<file path="config.mk">
export PLATFORM = sky130hd
export DESIGN_NAME = axis_noc_packetizer_flat
export DESIGN_NICKNAME = d
export VERILOG_FILES = /design/src/rtl/axis_noc_packetizer_if.sv /design/src/rtl/axis_noc_packetizer.sv /design/src/flat_wrapper.sv
export SDC_FILE = /design/constraint.sdc
export NUM_CORES = 1
export LEC_CHECK = 0
export CAP_MARGIN = 20
export CELL_PAD_IN_SITES_DETAIL_PLACEMENT = 1
export CELL_PAD_IN_SITES_GLOBAL_PLACEMENT = 1
export CORE_UTILIZATION = 35
export CTS_BUF_LIST = sky130_fd_sc_hd__clkbuf_4
export DETAILED_ROUTE_END_ITERATION = 10
export PLACE_DENSITY_LB_ADDON = 0.1
export SYNTH_ARGS = -nofsm -noshare
export SYNTH_HDL_FRONTEND = slang
export SYNTH_SLANG_ARGS = --single-unit
</file>
<file path="constraint.sdc">
create_clock -name clk_axis_i -period 2.32 [get_ports clk_axis_i]
set_clock_uncertainty 0.2 [all_clocks]
set_input_delay 0.464 -clock clk_axis_i [delete_from_list [all_inputs] [get_ports clk_axis_i]]
set_output_delay 0.464 -clock clk_axis_i [all_outputs]
set_load 0.005 [all_outputs]
</file>
<file path="src/rtl/axis_noc_packetizer_if.sv">
// Bundles the AXI-Stream ingress and NoC flit egress of the packetizer.
// The slave modport is the packetizer's view; master is the surrounding environment.
interface axis_noc_packetizer_if #(
    parameter int TDATA_W = 64,
    parameter int TID_W   = 4,
    parameter int TDEST_W = 8,
    parameter int FLIT_W  = 32,
    parameter int VC_W    = 1
) ();
    logic               s_axis_tvalid;
    logic               s_axis_tready;
    logic [TDATA_W-1:0] s_axis_tdata;
    logic               s_axis_tlast;
    logic [TID_W-1:0]   s_axis_tid;
    logic [TDEST_W-1:0] s_axis_tdest;
    logic               network_valid;
    logic               network_ready;
    logic [FLIT_W-1:0]  network_flit;
    logic [1:0]         network_flit_type;
    logic               network_broadcast;
    logic [VC_W-1:0]    network_virtual_channel_id;

    modport slave (
        input  s_axis_tvalid, s_axis_tdata, s_axis_tlast, s_axis_tid, s_axis_tdest,
        input  network_ready,
        output s_axis_tready,
        output network_valid, network_flit, network_flit_type,
        output network_broadcast, network_virtual_channel_id
    );

    modport master (
        output s_axis_tvalid, s_axis_tdata, s_axis_tlast, s_axis_tid, s_axis_tdest,
        output network_ready,
        input  s_axis_tready,
        input  network_valid, network_flit, network_flit_type,
        input  network_broadcast, network_virtual_channel_id
    );
endinterface

</file>
<file path="src/rtl/axis_noc_packetizer.sv">
// AXI-Stream to NoC packetizer: each beat becomes Ratio payload flits, each packet gets
// a header flit, and frames longer than MaxBeatsPerPacket beats are split into packets.
module axis_noc_packetizer #(
    parameter int AxiStreamIfTDataWidth            = 64,
    parameter int AxiStreamIfTIdWidth              = 4,
    parameter int AxiStreamIfTDestWidth            = 8,
    parameter int NetworkIfAddressId               = 0,
    parameter int NetworkIfAddressIdWidth          = 8,
    parameter int NetworkIfNumberOfVirtualNetworks = 2,
    parameter int NetworkIfVirtualChannelIdWidth   = 1,
    parameter int NetworkIfFlitWidth               = 32,
    parameter int MaxBeatsPerPacket                = 4
) (
    input logic                  clk_axis_i,
    input logic                  rst_axis_ni,
    axis_noc_packetizer_if.slave bus
);
    localparam int RATIO = AxiStreamIfTDataWidth / NetworkIfFlitWidth;
    localparam int IDX_W = (RATIO > 1) ? $clog2(RATIO) : 1;
    localparam int CNT_W = $clog2(MaxBeatsPerPacket + 1);
    localparam int HDR_W = AxiStreamIfTDestWidth + NetworkIfAddressIdWidth + AxiStreamIfTIdWidth;
    localparam int VC_W  = NetworkIfVirtualChannelIdWidth;

    localparam logic [IDX_W-1:0] IDX_LAST = IDX_W'(RATIO - 1);
    localparam logic [CNT_W-1:0] CNT_MAX  = CNT_W'(MaxBeatsPerPacket);
    localparam logic [NetworkIfAddressIdWidth-1:0] SRC_ID = NetworkIfAddressIdWidth'(NetworkIfAddressId);

    typedef enum logic [1:0] {IDLE, HEAD, BODY, WAIT} state_e;

    state_e                             state_q, state_d;
    logic [IDX_W-1:0]                   idx_q, idx_d;
    logic [CNT_W-1:0]                   cnt_q, cnt_d;
    logic [AxiStreamIfTDataWidth-1:0]   data_q, data_d;
    logic                               last_q, last_d;
    logic [AxiStreamIfTIdWidth-1:0]     tid_q, tid_d;
    logic [AxiStreamIfTDestWidth-1:0]   tdest_q, tdest_d;
    logic [VC_W-1:0]                    vc_q, vc_d;
    logic                               bc_q, bc_d;
    logic                               ready_en_q;

    logic                               final_flit, closing, tready, accept;
    logic [NetworkIfFlitWidth-1:0]      hdr;
    logic [RATIO-1:0][NetworkIfFlitWidth-1:0] beat_flits;

    always_ff @(posedge clk_axis_i or negedge rst_axis_ni) begin
        if (!rst_axis_ni) begin
            state_q    <= IDLE;
            idx_q      <= '0;
            cnt_q      <= '0;
            data_q     <= '0;
            last_q     <= 1'b0;
            tid_q      <= '0;
            tdest_q    <= '0;
            vc_q       <= '0;
            bc_q       <= 1'b0;
            ready_en_q <= 1'b0;
        end else begin
            state_q    <= state_d;
            idx_q      <= idx_d;
            cnt_q      <= cnt_d;
            data_q     <= data_d;
            last_q     <= last_d;
            tid_q      <= tid_d;
            tdest_q    <= tdest_d;
            vc_q       <= vc_d;
            bc_q       <= bc_d;
            ready_en_q <= 1'b1;
        end
    end

    assign final_flit = (state_q == BODY) && (idx_q == IDX_LAST);
    assign closing    = last_q || (cnt_q == CNT_MAX);
    assign tready     = ready_en_q && ((state_q == IDLE) || (state_q == WAIT) ||
                                       (final_flit && bus.network_ready));
    assign accept     = bus.s_axis_tvalid && tready;
    assign bus.s_axis_tready = tready;

    always_comb begin
        state_d = state_q;
        idx_d   = idx_q;
        cnt_d   = cnt_q;
        data_d  = data_q;
        last_d  = last_q;
        tid_d   = tid_q;
        tdest_d = tdest_q;
        vc_d    = vc_q;
        bc_d    = bc_q;
        // The buffer can only accept when it is empty or its last flit is leaving.
        if (accept) begin
            data_d  = bus.s_axis_tdata;
            last_d  = bus.s_axis_tlast;
            tid_d   = bus.s_axis_tid;
            tdest_d = bus.s_axis_tdest;
        end
        unique case (state_q)
            IDLE: if (accept) begin
                state_d = HEAD;
                cnt_d   = CNT_W'(1);
                vc_d    = VC_W'(32'(bus.s_axis_tid) % NetworkIfNumberOfVirtualNetworks);
                bc_d    = &bus.s_axis_tdest;
            end
            HEAD: if (bus.network_ready) begin
                state_d = BODY;
                idx_d   = '0;
            end
            BODY: if (bus.network_ready) begin
                if (!final_flit) begin
                    idx_d = idx_q + IDX_W'(1);
                end else if (closing) begin
                    idx_d = '0;
                    if (accept) begin
                        state_d = HEAD;
                        cnt_d   = CNT_W'(1);
                        vc_d    = VC_W'(32'(bus.s_axis_tid) % NetworkIfNumberOfVirtualNetworks);
                        bc_d    = &bus.s_axis_tdest;
                    end else begin
                        state_d = IDLE;
                        cnt_d   = '0;
                    end
                end else if (accept) begin
                    idx_d = '0;
                    cnt_d = cnt_q + CNT_W'(1);
                end else begin
                    state_d = WAIT;
                    idx_d   = '0;
                end
            end
            WAIT: if (accept) begin
                state_d = BODY;
                idx_d   = '0;
                cnt_d   = cnt_q + CNT_W'(1);
            end
            default: state_d = IDLE;
        endcase
    end

    assign beat_flits = data_q;

    always_comb begin
        hdr = '0;
        hdr[HDR_W-1:0] = {tid_q, SRC_ID, tdest_q};
    end

    always_comb begin
        bus.network_valid              = 1'b0;
        bus.network_flit               = '0;
        bus.network_flit_type          = 2'd0;
        bus.network_broadcast          = bc_q;
        bus.network_virtual_channel_id = vc_q;
        unique case (state_q)
            HEAD: begin
                bus.network_valid = 1'b1;
                bus.network_flit  = hdr;
            end
            BODY: begin
                bus.network_valid     = 1'b1;
                bus.network_flit      = beat_flits[idx_q];
                bus.network_flit_type = (final_flit && closing) ? (last_q ? 2'd3 : 2'd2) : 2'd1;
            end
            default: ;
        endcase
    end
endmodule

</file>
<file path="src/flat_wrapper.sv">
// flat-port wrapper written by rule: the top's interface ports become plain ports
module axis_noc_packetizer_flat 
#(
    parameter int AxiStreamIfTDataWidth            = 64,
    parameter int AxiStreamIfTIdWidth              = 4,
    parameter int AxiStreamIfTDestWidth            = 8,
    parameter int NetworkIfAddressId               = 0,
    parameter int NetworkIfAddressIdWidth          = 8,
    parameter int NetworkIfNumberOfVirtualNetworks = 2,
    parameter int NetworkIfVirtualChannelIdWidth   = 1,
    parameter int NetworkIfFlitWidth               = 32,
    parameter int MaxBeatsPerPacket                = 4
)
  (clk_axis_i, rst_axis_ni, bus_s_axis_tvalid, bus_s_axis_tdata, bus_s_axis_tlast, bus_s_axis_tid, bus_s_axis_tdest, bus_network_ready, bus_s_axis_tready, bus_network_valid, bus_network_flit, bus_network_flit_type, bus_network_broadcast, bus_network_virtual_channel_id);
  axis_noc_packetizer_if #(.TDATA_W(64), .TID_W(4), .TDEST_W(8), .FLIT_W(32), .VC_W(1)) bus_i ();
  input logic clk_axis_i;
  input logic rst_axis_ni;
  input wire logic [$bits(bus_i.s_axis_tvalid)-1:0] bus_s_axis_tvalid;
  input wire logic [$bits(bus_i.s_axis_tdata)-1:0] bus_s_axis_tdata;
  input wire logic [$bits(bus_i.s_axis_tlast)-1:0] bus_s_axis_tlast;
  input wire logic [$bits(bus_i.s_axis_tid)-1:0] bus_s_axis_tid;
  input wire logic [$bits(bus_i.s_axis_tdest)-1:0] bus_s_axis_tdest;
  input wire logic [$bits(bus_i.network_ready)-1:0] bus_network_ready;
  output wire logic [$bits(bus_i.s_axis_tready)-1:0] bus_s_axis_tready;
  output wire logic [$bits(bus_i.network_valid)-1:0] bus_network_valid;
  output wire logic [$bits(bus_i.network_flit)-1:0] bus_network_flit;
  output wire logic [$bits(bus_i.network_flit_type)-1:0] bus_network_flit_type;
  output wire logic [$bits(bus_i.network_broadcast)-1:0] bus_network_broadcast;
  output wire logic [$bits(bus_i.network_virtual_channel_id)-1:0] bus_network_virtual_channel_id;
  assign bus_i.s_axis_tvalid = bus_s_axis_tvalid;
  assign bus_i.s_axis_tdata = bus_s_axis_tdata;
  assign bus_i.s_axis_tlast = bus_s_axis_tlast;
  assign bus_i.s_axis_tid = bus_s_axis_tid;
  assign bus_i.s_axis_tdest = bus_s_axis_tdest;
  assign bus_i.network_ready = bus_network_ready;
  assign bus_s_axis_tready = bus_i.s_axis_tready;
  assign bus_network_valid = bus_i.network_valid;
  assign bus_network_flit = bus_i.network_flit;
  assign bus_network_flit_type = bus_i.network_flit_type;
  assign bus_network_broadcast = bus_i.network_broadcast;
  assign bus_network_virtual_channel_id = bus_i.network_virtual_channel_id;
  axis_noc_packetizer #(.AxiStreamIfTDataWidth(AxiStreamIfTDataWidth), .AxiStreamIfTIdWidth(AxiStreamIfTIdWidth), .AxiStreamIfTDestWidth(AxiStreamIfTDestWidth), .NetworkIfAddressId(NetworkIfAddressId), .NetworkIfAddressIdWidth(NetworkIfAddressIdWidth), .NetworkIfNumberOfVirtualNetworks(NetworkIfNumberOfVirtualNetworks), .NetworkIfVirtualChannelIdWidth(NetworkIfVirtualChannelIdWidth), .NetworkIfFlitWidth(NetworkIfFlitWidth), .MaxBeatsPerPacket(MaxBeatsPerPacket)) u_core (.clk_axis_i(clk_axis_i), .rst_axis_ni(rst_axis_ni), .bus(bus_i));
endmodule
</file>
Yosys cells after proc, flatten, opt, wreduce, memory -nomap -nowiden
Cells that the tools add are included.

Bits in registers: 86. Bits of input ports: 81. Output and inout bits: 38. Word-level logic and storage cells: 80.

Add/sub/neg operators: 2. Order comparisons: 1. Equal/unequal tests: 11. Mux-type cells: 38. Reduce and logical (&&, ||, !) cells: 18.

Operator list (count): 2-to-1 mux 32 bit (2); one-hot mux 32 bit (2 select lines) (1); 2-to-1 mux 2 bit (9); 2-to-1 mux 1 bit (16); 2-to-1 mux 3 bit (5); AND reduction 4 bit (3); one-hot mux 3 bit (3 select lines) (1); inequality test 2 x 1 -> 1 bit (second input constant) (4); one-hot mux 2 bit (4 select lines) (1); AND reduction 8 bit (1); AND reduction 6 bit (1); nonzero test 3 bit (2); logical AND 1 bit (5); == test 2 bit (second input constant) (2); inequality test 2 bit (second input constant) (2); one-hot mux 1 bit (2 select lines) (2); adder 3 x 1 -> 3 bit (second input constant) (1); == test 3 bit (second input constant) (1); logical OR 1 bit (3); inequality test 3 x 2 -> 1 bit (second input constant) (1); one-hot mux 1 bit (3 select lines) (1); == test 2 x 1 -> 1 bit (second input constant) (1); logical NOT 2 bit (1); less-than comparator 1 x 2 -> 1 bit (second input constant) (1); 3 further kinds (3).

Depth between registers and ports, before layout
Gate-level depths: netlist of the first run.

Depth after elaboration: 11. Depth in mapped cells: 9. Mapped depth without buffers: 7.

Worst setup path before layout of the first run
Ideal clock, no wire load.

Kind: register to output. Start: reg u_core.state_q[0]. End: out bus_network_flit[10]. Data arrival time: 1.515 ns. Data required time: 1.656 ns. Path slack: 0.141 ns. Cell stages (with the launch flop): 8. Path buffers: 3. Path through: dfrtp_1 > inv_1 > ha_1 > buf_2 > buf_1 > nand2_1 > clkbuf_1 > nor2_1.

Word-level cells in the longest chain between the ends: 2. Elaborated cells on any way between the ends: 3. Classes of those cells: eq/ne (2); mux (1).

Ends and longest elaborated chain: start: declaration (RTL line axis_noc_packetizer.sv:30) `state_e state_q, state_d;`; start signal: assignment (RTL line axis_noc_packetizer.sv:58) `state_q <= state_d;`; == test 2 bit / == test 2 x 1 -> 1 bit (equally long branches) (RTL line axis_noc_packetizer.sv:150) `unique case (state_q)`; one-hot mux 32 bit (2 select lines) * (RTL line axis_noc_packetizer.sv:150); end: declaration (RTL line flat_wrapper.sv:26) `output wire logic [$bits(bus_i.network_flit)-1:0] bus_network_flit;`.

Every way passes the cells marked *; elsewhere a longest branch is shown, timed or not.

Final worst setup path of the first run
Start: reg u_core.state_q[0]. End: out bus_network_flit[2].

Same word-level chain as after synthesis.

==> parameters.txt, run 1 <==
Parameter                              Value

Timing
  Number of hold violations in the final report    0
  Timing-limited maximum frequency    0.394 GHz
  Final period utilization    1.09
  Worst hold margin    0.288 ns
  Setup-failing EPs final    37
  Slew HR    0.664
  Min Tclk post-route    2.54 ns
  Final setup slack of the worst path    -0.219 ns
  Setup TNS    -3.84 ns
  Pin slew with the least headroom to its limit    0.504 ns
  Number of max-slew violations in the final report    0
  RSZ-0062 raised after global routing    true

Power
  Clk network pwr share    0.097
  Share of power burned in registers    0.329
  Final Total Pwr    7.84 mW
  Internal power contribution    4.63 mW
  Net load switching power    3.21 mW
  Leak pwr    3.06 nW
  Total power per unit cell area    1230 nW/um^2
  Max VDD drop    0.470 mV
  Switching Fraction    0.409
  Part of the power in combinational logic    0.574

Clock network
  Number of buffers inserted during clock tree synthesis    9
  Later-pin clock latency in the skew report    0.46 ns
  CTS tree    built
  Maximum clock insertion buffer count    2
  H-Tree Depth    3
  Root buf cell    clkbuf_4
  Clock-pin slew reported for the worst setup and hold paths after clock tree synthesis    0.14 ns
  Clock Sinks    86

Drt
  Vias post-DR    3865
  Wire length per cell after detailed routing    16.8 um
  WL final    13300 um
  Drt pass-1 iters    7
  Initial detailed-routing violation count    138
  DRC violations left    14
  Routed via count divided by cell count    4.88
  Post-detailed-route count of antenna-violating nets    0

Synthesis
  Number of distinct library cells after synthesis    35
  Mapped cell area    4180 sq um
  Number of warnings printed during yosys synthesis    0
  Flip-flop and latch count after synthesis    86
  Number of enable flip-flop cells after synthesis    0
  Dominant register cell in the synthesized netlist    dfrtp_1
  Mapped Cells    487
  Post-Synthesis Net Count    575
  Seq/Total Area, Yosys    0.515
  Share of synthesized registers carrying an async set or reset    1.00
  Synthesized area per cell    8.59 sq um

Final layout
  Fraction of final layout cells sized beyond drive strength 1    0.276
  Antenna Cells    0
  Area occupied by multi-input gates    2270 sq um
  Post-layout net count    732
  Number of standard cells in the layout, taps in and fillers out    792
  Fill cell total of the finished layout    1335
  Most frequent cells in the layout    nand2_1, dfrtp_1, clkdlybuf4s50_1, buf_2, buf_4
  Most common cell after layout, fill and taps aside    nand2_1
  Syn-to-layout area delta    52.3%
  Total area of sequential cells    2150 sq um

Floorplanning
  Initial Utilization    0.363
  Boundary pin count    119
  Overall die width    111 um
  Area of the die    12400 sq um
  Std-Cell Core Area    11500 sq um
  Site Rows    39
  Overall die height    111 um

Global routing
  Total track usage    0.222
  Total grt overflow    0
  First-pass GRT wire length    21300 um
  Initial antenna violation count    0
  Vias in the first global route    4085
  Pin count of the biggest net entering global routing    40

Placement
  GP Congestion    0.767
  Count of buffers from port buffering    118
  HPWL after detailed placement    8590 um
  Worst setup timing slack at the placement stage    -0.163 ns
  Placed cells    752

Setup path
  Largest stage delay on the critical path    0.44 ns
  Category of cells accounting for the largest share of critical-path delay    buffers and inverters
  Type of origin of the critical path    register
  Max stage delay cell, worst path    dfrtp_1
  Setup crit end kind    output port
  Critical register-to-register path startpoint    u_core.state_q[0]
  Critical-path maximum fanout    5
  Arrival time of data at the critical path endpoint    1.88 ns
  Worst setup startpoint    u_core.state_q[0]
  Cell-by-cell listing of the critical path    inv_2 > ha_4 > buf_6 > buf_12 > a22oi_2 > nor2b_1 > buf_2
  Kind of critical path    reg2out
  Buffers & Inverters on Critical Path    4
  CP required    1.66 ns

Min path
  HP Start    u_core.beat_flits[51]
  Hold WC Path Type    reg2reg

Status
  Result of the run    finished with violations
  Failing checks    design-rule violations, negative setup slack

Job
  Max-capacitance violation count    0
kinds of logic (layout without fill, tap and decap cells):
kind of cell    Yosys count  count (layout)  share of synthesized area
simple gates            286             286                      0.271
flops                    86              86                      0.515
compound gates           38              38                     0.0652
mux                      36              36                     0.0906
buf+inv                  33             195                     0.0371
fa+ha+maj                 7               7                     0.0209
other cells               1               1                   0.000897
per-layer routing:
layer,share of wire,up-vias,track usage,wire length [um]
met5,0,-,0,0
met2,0.48,93,0.363,6440
li1,-,1878,-,-
met1,0.45,1878,0.285,5990
met3,0.046,16,0.0459,615
met4,0.019,0,0.0982,248
power groups by stage:
stage,registers [mW],clock network [mW],logic [mW]
after floorplan,2.44,0,2.02
after global placement,2.50,0,3.40
after detailed placement,2.55,0,3.49
after CTS,2.53,0.785,3.99
after global routing,2.66,0.857,4.90
final,2.58,0.762,4.50
cells in the mapped netlist, drive strengths merged (2+ instances only):
cell    number  area share
inv          5      0.0045
a22oi       12       0.022
mux2i       21       0.050
nand4        3      0.0045
ha           7       0.021
nor2b       15       0.022
nor2        26       0.023
o22ai        2      0.0030
dfrtp       86        0.51
a21o         2      0.0036
a21oi       10       0.014
o21ai        4      0.0048
nand2      236        0.21
a32o         2      0.0048
clkbuf      12       0.011
buf         16       0.022
mux2        15       0.040
a21boi       2      0.0063
worst min-delay path, cell delays in order (launching register included):
cell     delay, ns
dfrtp_1       0.36
nand2_1       0.05
nand2_1       0.05
registers in the layout, summed over array words and instances, names as in the netlist:
| register | cells |
|---|---|
| u_core.cnt_q | 3 |
| u_core.idx_q | 1 |
| u_core.tid_q | 4 |
| u_core.bus.network_broadcast | 1 |
| u_core.bus.network_virtual_channel_id | 1 |
| u_core.beat_flits | 64 |
| u_core.state_q | 2 |
| u_core.tdest_q | 8 |
| u_core.ready_en_q | 1 |
| u_core.last_q | 1 |
metrics by stage:
stage	util	cell area [sq um]
2_1_floorplan	-	4180
3_3_place_gp	0.500	5750
4_1_cts	0.530	6110
5_1_grt	0.553	6370
3_5_place_dp	0.500	5750
6_report	0.553	6370
layout make-up:
cell class	count	area share
multi-input cells	368	0.356
flip-flops and latches	86	0.338
repair buffers	174	0.258
well taps	143	0.0281
clock buffers	12	0.0141
inverters	5	0.00295
clock inverters	4	0.00236
path summary, 6_finish.rpt:
check,end,slack (ns),cells past startpoint
max,bus_network_flit[2],-0.22,7
min,u_core.beat_flits[51],0.29,2
max reg2reg,u_core.state_q[0],-0.04,10
min reg2reg,u_core.beat_flits[51],0.29,2
max in group asynchronous,u_core.beat_flits[6],1.03,3
min in group asynchronous,u_core.state_q[0],0.31,2
repair_timing:
item / in CTS / in global routing
setup buffers: 14 / 6
gates resized for setup: 181 / 64
endpoints found under the hold margin: 32 / 0
pin swaps: 2 / 28
gates cloned: 2 / 2
hold buffers: 1 / 0
endpoints found under the setup margin: 36 / 40
Power figures use the tool's default switching activity.
==> inputs of run 2 (changes only) <==
--- a/config.mk
+++ b/config.mk
@@ -10,7 +10,9 @@
 export CELL_PAD_IN_SITES_GLOBAL_PLACEMENT = 1
 export CORE_UTILIZATION = 35
 export CTS_BUF_LIST = sky130_fd_sc_hd__clkbuf_4
+export CTS_CLUSTER_DIAMETER = 50
 export DETAILED_ROUTE_END_ITERATION = 10
+export GPL_ROUTABILITY_DRIVEN = 0
 export PLACE_DENSITY_LB_ADDON = 0.1
 export SYNTH_ARGS = -nofsm -noshare
 export SYNTH_HDL_FRONTEND = slang
==> results of run 2 <==
Final layout, timing and power as in run 1 (identical DEF).
==> inputs of run 3 (changes only) <==
--- a/config.mk
+++ b/config.mk
@@ -8,12 +8,14 @@
 export CAP_MARGIN = 20
 export CELL_PAD_IN_SITES_DETAIL_PLACEMENT = 1
 export CELL_PAD_IN_SITES_GLOBAL_PLACEMENT = 1
+export CORE_ASPECT_RATIO = 2
 export CORE_UTILIZATION = 35
 export CTS_BUF_LIST = sky130_fd_sc_hd__clkbuf_4
 export CTS_CLUSTER_DIAMETER = 50
 export DETAILED_ROUTE_END_ITERATION = 10
 export GPL_ROUTABILITY_DRIVEN = 0
-export PLACE_DENSITY_LB_ADDON = 0.1
+export PLACE_DENSITY_LB_ADDON = 0.15
+export SLEW_MARGIN = 20
 export SYNTH_ARGS = -nofsm -noshare
 export SYNTH_HDL_FRONTEND = slang
 export SYNTH_SLANG_ARGS = --single-unit
==> run 3 against run 2 <==
Net effect: the run ends with negative setup slack left; clock power up 16%; worst hold slack lost 0.019 ns; power increased by 9.1%; fmax barely moved; core utilization grew 1.9 points; wire length rose by 7.4%; register-to-register slack gained 0.12 ns; critical endpoint is now bus_network_flit[0]; largest cell class unchanged.
==> parameters.txt, run 3 (same netlist as run 1, synthesis figures left out) <==
Parameter                              Value

Status
  Result of the run    finished with violations
  Failing checks    negative setup slack

Setup path
  R2R depth    7 (-3)
  Critical register-to-register path startpoint    u_core.state_q[0]
  Critical-path maximum fanout    7 (+2)
  End of the worst register-to-register path    u_core.state_q[1]
  Register-to-register path setup slack    0.08 ns (+0.12 ns)
  Setup crit end kind    output port
  Type of origin of the critical path    register
  CP required    1.66 ns (about the same)
  Arrival time of data at the critical path endpoint    1.87 ns (about the same)
  Kind of critical path    reg2out

Drt
  Initial detailed-routing violation count    142 (+2.9%)
  DRC violations left    0 (-14)
  Wire length per cell after detailed routing    17.7 um (+5.5%)
  WL final    14300 um (+7.4%)
  Vias post-DR    3978 (+2.9%)
  Post-detailed-route count of antenna-violating nets    0 (unchanged)
  Routed via count divided by cell count    4.94 (+1.1%)
  Drt pass-1 iters    4 (-3)

Final layout
  Most frequent cells in the layout    nand2_1, dfrtp_1, clkdlybuf4s50_1, buf_4, buf_2
  Fill cell total of the finished layout    1339 (+0.30%)
  Total area of sequential cells    2150 sq um (unchanged)
  Final cell area excluding filler cells    6700 sq um (+5.2%)
  Post-layout net count    743 (+1.5%)
  Number of flip-flops under the largest register name    64 (unchanged)
  Syn-to-layout area delta    60.2%
  Utilization after layout    0.572 (+0.0195)
  Most common cell after layout, fill and taps aside    nand2_1
  Number of standard cells in the layout, taps in and fillers out    806 (+1.8%)
  Area occupied by multi-input gates    2420 sq um (+6.9%)
  Fraction of final layout cells sized beyond drive strength 1    0.302 (+0.0257)

Power
  Total power per unit cell area    1280 nW/um^2 (+3.7%)
  Share of power burned in registers    0.317 (-0.012)
  Max VDD drop    0.527 mV (+12%)
  Clk network pwr share    0.104 (+0.007)
  Switching Fraction    0.405 (-0.00383)
  Leak pwr    3.17 nW (+3.7%)
  Internal power contribution    5.09 mW (+9.8%)
  Final Total Pwr    8.56 mW (+9.1%)
  Net load switching power    3.47 mW (+8.0%)
  Part of the power in combinational logic    0.579 (+0.005)

Global routing
  Initial antenna violation count    1 (+1)
  Pin count of the biggest net entering global routing    34 (-15%)
  First-pass GRT wire length    21700 um (+1.9%)
  Total grt overflow    0 (unchanged)
  Met3 demand-to-capacity share in global routing    0.0292 (-0.0168)
  Routing layer with the top usage in global route    met2
  Total track usage    0.233 (+0.0106)
  Met1 Resource Use GR    0.241 (-0.0437)
  Met2 capacity usage during global routing    0.440 (+0.0772)
  Vias in the first global route    4452 (+9.0%)

Placement
  Worst setup timing slack at the placement stage    -0.231 ns (-0.0686 ns)
  HPWL after detailed placement    9270 um (+7.9%)
  Dpl cell area    5740 sq um (-0.26%)
  Count of buffers from port buffering    118 (unchanged)
  Placed cells    755 (+0.40%)

Clock network
  Maximum clock insertion buffer count    2 (unchanged)
  Clock-pin slew reported for the worst setup and hold paths after clock tree synthesis    0.15 ns (about the same)
  Number of buffers inserted during clock tree synthesis    9 (unchanged)
  Root buf cell    clkbuf_4
  CTS tree    built
  H-Tree Depth    3 (unchanged)
  Later-pin clock latency in the skew report    0.43 ns (-0.03 ns)
  Clock Sinks    86 (unchanged)

Floorplanning
  Site Rows    56 (+44%)
  Overall die height    157 um (+41%)
  Area of the die    12400 sq um (+0.21%)
  Initial Utilization    0.357 (-0.00575)
  Std-Cell Core Area    11700 sq um (+1.6%)
  Boundary pin count    119 (unchanged)
  Overall die width    79.3 um (-29%)

Timing
  Number of hold violations in the final report    0 (unchanged)
  Final period utilization    1.09 (about the same)
  Timing-limited maximum frequency    0.394 GHz (about the same)
  RSZ-0062 raised after global routing    true
  Number of max-slew violations in the final report    0 (unchanged)
  Setup TNS    -3.65 ns (+0.186 ns)
  Final setup slack of the worst path    -0.218 ns (+0.00157 ns)
  Worst hold margin    0.268 ns (-0.0194 ns)
  Min Tclk post-route    2.54 ns (-0.00157 ns)
  Setup-failing EPs final    34 (-8.1%)

Job
  Max-capacitance violation count    0 (unchanged)

Min path
  Hold WC Path Type    in2async
-- run 3: cell count changes in the layout (fill, tap and decap cells not counted), moves of 2 or more --
| cell | before | now |
|---|---|---|
| mux2i_4 | 3 | 15 |
| buf_6 | 13 | 21 |
| mux2_2 | 10 | 3 |
| mux2_4 | 5 | 12 |
| mux2i_1 | 10 | 3 |
| mux2i_2 | 8 | 3 |
| buf_8 | 0 | 4 |
| buf_4 | 31 | 34 |
| clkbuf_4 | 12 | 9 |
| clkinv_4 | 0 | 3 |
| clkinv_1 | 4 | 2 |
-- run 3: power groups by stage --
stage          Combinational (mW)  Sequential, mW  Clock [mW]
3_5_place_dp                 3.50            2.58           0
6_report                     4.96            2.71       0.887
4_1_cts                      4.38            2.58       0.921
2_1_floorplan                2.02            2.44           0
5_1_grt                      5.35            2.78       0.972
3_3_place_gp                 3.38            2.53           0
-- run 3: worst max path at each step --
stage          cells past startpoint  slack (ns)              endpoint               from
3_3_place_gp                       4       -0.25     bus_s_axis_tready  bus_network_ready
5_1_grt                            6       -0.28   bus_network_flit[0]       u_core.idx_q
6_report                           6       -0.22   bus_network_flit[0]       u_core.idx_q
3_5_place_dp                       4       -0.23     bus_s_axis_tready  bus_network_ready
2_1_floorplan                      7        0.14  bus_network_flit[10]  u_core.state_q[0]
4_1_cts                            6       -0.22  bus_network_flit[18]       u_core.idx_q
-- run 3: per-layer routing --
layer,vias up,part of all wire
li1,1893,-
met1,1963,0.35
met2,100,0.59
met3,22,0.026
met4,0,0.027
met5,-,0
-- run 3: critical path, stage by stage, from the launching register on --
cell and delay (ns):
dfrtp_2 0.51, buf_12 0.17, buf_6 0.11, mux2_4 0.31
a22oi_2 0.13, nor2b_1 0.07, buf_2 0.12
-- run 3: cell type report --
class / count / area share
inverter: 5 / 0.00280
clock inverter: 7 / 0.0108
multi-input combinational: 368 / 0.362
clock buffer: 9 / 0.0101
timing repair buffer: 185 / 0.265
sequential: 86 / 0.321
tap: 145 / 0.0271
antenna: 1 / 0.000374
-- run 3: what timing repair did --
action,CTS,global route
endpoints found under the hold margin,25,0
gates cloned,3,1
endpoints found under the setup margin,36,40
resized for setup,218,80
hold buffers,1,0
buffers inserted,29,4
pin swaps,18,36
